## src/rtl/gstmcu_slot_pkg.sv

```systemverilog
// Shared constants for the memory-slot scheduler.
// Owner encodings and default slot geometry.
package gstmcu_slot_pkg;

  localparam int SLOT_CLKS_DEF = 4;
  localparam int REF_MAX_DEF   = 3;

  localparam logic [1:0] OWN_IDLE = 2'd0;
  localparam logic [1:0] OWN_VID  = 2'd1;
  localparam logic [1:0] OWN_REF  = 2'd2;
  localparam logic [1:0] OWN_BUS  = 2'd3;

endpackage

```

## src/rtl/ref_pend_ctr.sv

```systemverilog
// Pending-refresh counter: ihsync rising-edge detect
// feeding a saturating up/down counter.
module ref_pend_ctr #(
  parameter int W       = 2,
  parameter int REF_MAX = 3
) (
  input  logic         clk_i,
  input  logic         rst_i,
  input  logic         ihsync_i,
  input  logic         dec_i,
  output logic [W-1:0] count_o
);

  localparam logic [W-1:0] MAXV = W'(REF_MAX);

  logic         hs_q;
  logic         inc;
  logic [W-1:0] cnt_q, cnt_d;

  // Next count: inc and dec together cancel out.
  always_comb begin
    inc   = ihsync_i & ~hs_q;
    cnt_d = cnt_q;
    if (inc && !dec_i && cnt_q != MAXV)
      cnt_d = cnt_q + W'(1);
    else if (dec_i && !inc && cnt_q != '0)
      cnt_d = cnt_q - W'(1);
  end

  // Edge-detect flop and counter state.
  always_ff @(posedge clk_i or posedge rst_i) begin
    if (rst_i) begin
      hs_q  <= 1'b0;
      cnt_q <= '0;
    end else begin
      hs_q  <= ihsync_i;
      cnt_q <= cnt_d;
    end
  end

  assign count_o = cnt_q;

endmodule

```

## src/rtl/mem_slot_sched.sv

```systemverilog
// Memory-cycle scheduler: splits m2clock into fixed slots
// and grants each to video, refresh, DMA or CPU.
module mem_slot_sched
  import gstmcu_slot_pkg::*;
#(
  parameter int SLOT_CLKS = SLOT_CLKS_DEF,
  parameter int REF_MAX   = REF_MAX_DEF
) (
  input  logic       m2clock,
  input  logic       por,
  input  logic       de,
  input  logic       mde1,
  input  logic       ihsync,
  input  logic       dma_req,
  input  logic       cpu_req,
  output logic       slot_start,
  output logic [1:0] owner,
  output logic       dma_sel,
  output logic       vid_load,
  output logic       ref_grant,
  output logic       dma_ack,
  output logic       cpu_ack,
  output logic [1:0] ref_pend
);

  localparam int PW = (SLOT_CLKS > 2) ? $clog2(SLOT_CLKS) : 1;
  localparam logic [PW-1:0] LAST = PW'(SLOT_CLKS - 1);
  localparam logic [PW-1:0] PRE  = PW'(SLOT_CLKS - 2);
  localparam logic [1:0]    RMAX = 2'(REF_MAX);

  logic [PW-1:0] phase_q;
  logic          par_q;
  logic [1:0]    own_q, own_d;
  logic          sel_q, sel_d;
  logic          vid_q, dack_q, cack_q;
  logic          vid_d, dack_d, cack_d;
  logic          vid_ok, ref_dec;

  // Arbitrate at the last phase; hold the owner otherwise.
  always_comb begin
    own_d  = own_q;
    sel_d  = sel_q;
    vid_ok = de & (mde1 | par_q);
    if (phase_q == LAST) begin
      sel_d = 1'b0;
      if (vid_ok)
        own_d = OWN_VID;
      else if (ref_pend == RMAX)
        own_d = OWN_REF;
      else if (dma_req) begin
        own_d = OWN_BUS;
        sel_d = 1'b1;
      end else if (ref_pend != 2'd0 && !de)
        own_d = OWN_REF;
      else if (cpu_req)
        own_d = OWN_BUS;
      else
        own_d = OWN_IDLE;
    end
  end

  // Pulses land on the last phase of the owning slot.
  always_comb begin
    vid_d  = (phase_q == PRE) && (own_q == OWN_VID);
    dack_d = (phase_q == PRE) && (own_q == OWN_BUS) && sel_q;
    cack_d = (phase_q == PRE) && (own_q == OWN_BUS) && !sel_q;
  end

  // Phase counter, parity, owner and pulse registers.
  always_ff @(posedge m2clock or posedge por) begin
    if (por) begin
      phase_q <= '0;
      par_q   <= 1'b0;
      own_q   <= OWN_IDLE;
      sel_q   <= 1'b0;
      vid_q   <= 1'b0;
      dack_q  <= 1'b0;
      cack_q  <= 1'b0;
    end else begin
      phase_q <= phase_q + PW'(1);
      if (phase_q == LAST)
        par_q <= ~par_q;
      own_q   <= own_d;
      sel_q   <= sel_d;
      vid_q   <= vid_d;
      dack_q  <= dack_d;
      cack_q  <= cack_d;
    end
  end

  assign ref_dec = (phase_q == '0) && (own_q == OWN_REF);

  ref_pend_ctr #(
    .W       (2),
    .REF_MAX (REF_MAX)
  ) u_ref (
    .clk_i    (m2clock),
    .rst_i    (por),
    .ihsync_i (ihsync),
    .dec_i    (ref_dec),
    .count_o  (ref_pend)
  );

  assign slot_start = (phase_q == '0) & ~por;
  assign owner      = own_q;
  assign dma_sel    = sel_q;
  assign ref_grant  = (own_q == OWN_REF);
  assign vid_load   = vid_q;
  assign dma_ack    = dack_q;
  assign cpu_ack    = cack_q;

endmodule

```

## config.mk

```make
export PLATFORM = sky130hd
export DESIGN_NAME = mem_slot_sched
export DESIGN_NICKNAME = d
export VERILOG_FILES = /design/src/rtl/gstmcu_slot_pkg.sv /design/src/rtl/ref_pend_ctr.sv /design/src/rtl/mem_slot_sched.sv
export SDC_FILE = /design/constraint.sdc
export NUM_CORES = 1
export LEC_CHECK = 0
export ABC_CLOCK_PERIOD_IN_PS = 1400
export BUFFER_PORTS_ARGS = -buffer_cell sky130_fd_sc_hd__clkbuf_2
export CAP_MARGIN = 20
export CORE_UTILIZATION = 40
export CTS_CLUSTER_DIAMETER = 80
export CTS_CLUSTER_SIZE = 40
export DETAILED_ROUTE_END_ITERATION = 8
export PLACE_DENSITY = 0.65
export SKIP_LAST_GASP = 1
export SYNTH_ARGS = -nofsm -noshare
export SYNTH_HDL_FRONTEND = slang
export SYNTH_SLANG_ARGS = --single-unit
export TNS_END_PERCENT = 1
```

## constraint.sdc

```tcl
create_clock -name m2clock -period 1.4 [get_ports m2clock]
set_input_delay 0.07 -clock m2clock [delete_from_list [all_inputs] [get_ports m2clock]]
set_output_delay 0.07 -clock m2clock [all_outputs]
set_load 0.02 [all_outputs]
```

==> run_results.csv <==
group,metric,value,unit
outcome,status,"finished clean",
worst_setup_path,worstSetupEndpoint,"slot_start",
logic_synthesis,synth_edf_count,0,
worst_setup_path,reg2reg_to,"owner[0]",
routing,avgViaCountPerCell,4.83,
logic_synthesis,ys_ff_latch,12,
routing,top_layer,"met4",
grt,grt_pass1_wl,1550,um
die,die_w,38.7,um
power,p_total,0.000922,W
grt,antenna_found_initial,0,
clocking,cts_sinks,12,
worst_setup_path,ff2ff_setup_slack,200,ps
clocking,post_cts_resized,0,
grt,track_usage,16.8,%
routing,firstDrtPassIters,4,
timing,max_freq,777,MHz
worst_setup_path,path_max_fanout,3,
clocking,cts_htree_levels,1,
logic_synthesis,synth_area,538,um^2
worst_setup_path,start_kind,"flop",
die,pin_count,17,
logic_synthesis,yosysTopAreaCell,"dfrtp_1",
logic_synthesis,synthTopCellsByArea,"dfrtp_1 56%, ha_1 7.0%, inv_1 4.9%",
routing,drtIter0Drc,11,
worst_setup_path,max_stage_delay,380,ps
routing,postRouteAntennaNets,0,
routing,drc_errors,0,
power,power_leakage,0.349,nW
worst_setup_path,crit_start,"phase_q[0]",
clocking,cts_buffers,3,
finish,fillers,109,
routing,wl_met2,459,um
clocking,cts.clk_slew.worst_paths,70,ps
placement,port_buffers,16,
worst_setup_path,r2r_cells,3,
timing,final_max_slew_viol_count,0,
worst_hold_path,holdCritPathClass,"in -> reg",
timing,period_share,92.0,%
placement,dp_hpwl,741,um
logic_synthesis,synth_area_per_cell,10.8,um^2
timing,relSlewSlack,69.7,%
logic_synthesis,synthFlopType,"dfrtp_1",
worst_setup_path,slowest_stage,"dfrtp_1",
worst_setup_path,cp_cell_sequence,"inv_1 -> ha_1 -> nor2b_1 -> clkbuf_2",
placement,gp_congestion,0.751,
routing,num_vias,406,
clocking,cts_tree,"built",
job,maxCapViolCount,0,
logic_synthesis,netlist.area_leader.share,55.8,%
power,vdd_ir_drop_max,0.000561,V
logic_synthesis,yosysMostFrequentCell,"dfrtp_1",
finish,drive_above_1_share,28.6,%
finish,areaGrowthSynthToFinish,24.0,%
logic_synthesis,postSynthCellCount,50,
clocking,clk_latency,270,ps
logic_synthesis,yosysWarnings,0,
die,fp.dieArea,1500,um^2
timing,worst_pin_slew,454,ps
grt,grt.overflow.total,0,
power,p_per_area,1380,nW/um^2
grt,grt_max_degree,13,
worst_setup_path,arrival,1220,ps
timing,finalSetupViolations,0,
die,core,1170,um^2
worst_setup_path,path_class,"reg -> out",
routing,wl_met1,449,um
die,start_util,45.9,%
routing,route.detailed.wl_per_inst,11.6,um
clocking,clockBufferDepth,2,
clocking,root_buffer,"clkbuf_4",
finish,nets,82,
timing,fin_tns_setup,0,ps
timing,hold_viol,0,
logic_synthesis,synth_common_cells,"12 x dfrtp_1, 7 x inv_1, 4 x nor2b_1, 4 x o21ai_0",
timing,fin_crit,1290,ps
die,row_count,12,
die,fp.dieH,38.7,um
logic_synthesis,yosysSeqAreaShare,55.8,%
routing,wl_met3,47,um
grt,grt_pass1_vias,363,
routing,wirelength,974,um
timing,fin_worst_skew,4.43,ps
worst_setup_path,r2r-start,"phase_q[1]",
logic_synthesis,async_reset_ff_share,100,%
logic_synthesis,syn_nets,60,
timing,rsz0062_at_grt,"false",
finish,antenna_cells,0,
worst_setup_path,endpoint_kind,"output pin",
worst_setup_path,cp.required,1330,ps
logic_synthesis,synth.distinct_cells,20,
[power breakdown]
| part | total (W) | leakage (nW) | switching (W) | internal [W] |
|---|---|---|---|---|
| clock network | 0.000207 | 0.0138 | 0.000107 | 0.0000996 |
| logic | 0.000251 | 0.185 | 0.000142 | 0.000109 |
| registers | 0.000464 | 0.150 | 0.0000714 | 0.000393 |
[layer usage]
metal  vias to the layer above  GRT usage [%]
met2                        11           22.9
met5                         -              0
met3                         2           6.94
met1                       186           21.9
met4                         0           10.3
li1                        207              -
[placed cells by master (no fill, tap or decap), drive strengths merged, types with 2 or more instances in the layout]
master       instances
clkbuf              19
dfrtp               12
inv                  7
nor2b                4
o21ai                4
a21oi                3
ha                   3
nand2                2
nand3                2
nor2                 2
dlygate4sd3          2
[logic make-up after synthesis]
| family | synth area share [%] |
|---|---|
| adder cells (fa/ha/maj) | 9.07 |
| XOR/XNOR | 1.63 |
| flip-flops | 55.8 |
| buffers and inverters | 6.98 |
| AND/OR/NAND/NOR | 14.2 |
| AO/OA/AOI/OAI | 12.3 |
[critical path, delay by kind of cell (launching register included)]
kind,cells,cell delay [ps]
adder cells (fa/ha/maj),1,170
buffers and inverters,2,270
flip-flops,1,380
AND/OR/NAND/NOR,1,120
[timing repair]
action	CTS	global route
setup buffers	0	0
hold buffers	2	0
endpoints found under the hold margin	13	0
[sequential cells by signal, indices dropped and copies added, names as in the netlist]
| register | cells |
|---|---|
| dma_ack | 1 |
| u_ref.count_o | 2 |
| dma_sel | 1 |
| owner | 2 |
| par_q | 1 |
| u_ref.hs_q | 1 |
| phase_q | 2 |
| vid_load | 1 |
| cpu_ack | 1 |
[worst min-delay path by stage]
stage                  from  endpoint  slack [ps]  depth (start not counted)
floorplan               por   cpu_ack         -70                          1
global placement        por  owner[1]          90                          2
detailed placement      por  owner[1]         100                          2
CTS                 cpu_req  owner[1]         100                          3
global route        dma_req  owner[1]         120                          3
finish              cpu_req  owner[1]         110                          3
[final cells by class]
class                      instances  area, um^2  share of cell area, %
clock buffer                       3        22.5                   3.38
inverter                           7        26.3                   3.94
multi-input combinational         30         200                   30.0
sequential                        12         300                   45.0
tap                               14        17.5                   2.63
timing repair buffer              18         100                   15.0
[stage by stage]
| step | area [um^2] | setup WS (ps) | utilization [%] | instances | hold WS, ps |
|---|---|---|---|---|---|
| after floorplan | 538 | 28.0 | - | 50 | -65.3 |
| after global placement | 624 | 220 | 53.3 | 79 | 92.4 |
| after detailed placement | 624 | 196 | 53.3 | 79 | 98.8 |
| after CTS | 667 | 81.7 | 56.9 | 84 | 103 |
| after global routing | 667 | 17.5 | 56.9 | 84 | 121 |
| final | 667 | 113 | 56.9 | 84 | 114 |
Note: power is estimated with default switching activity, not from simulation.
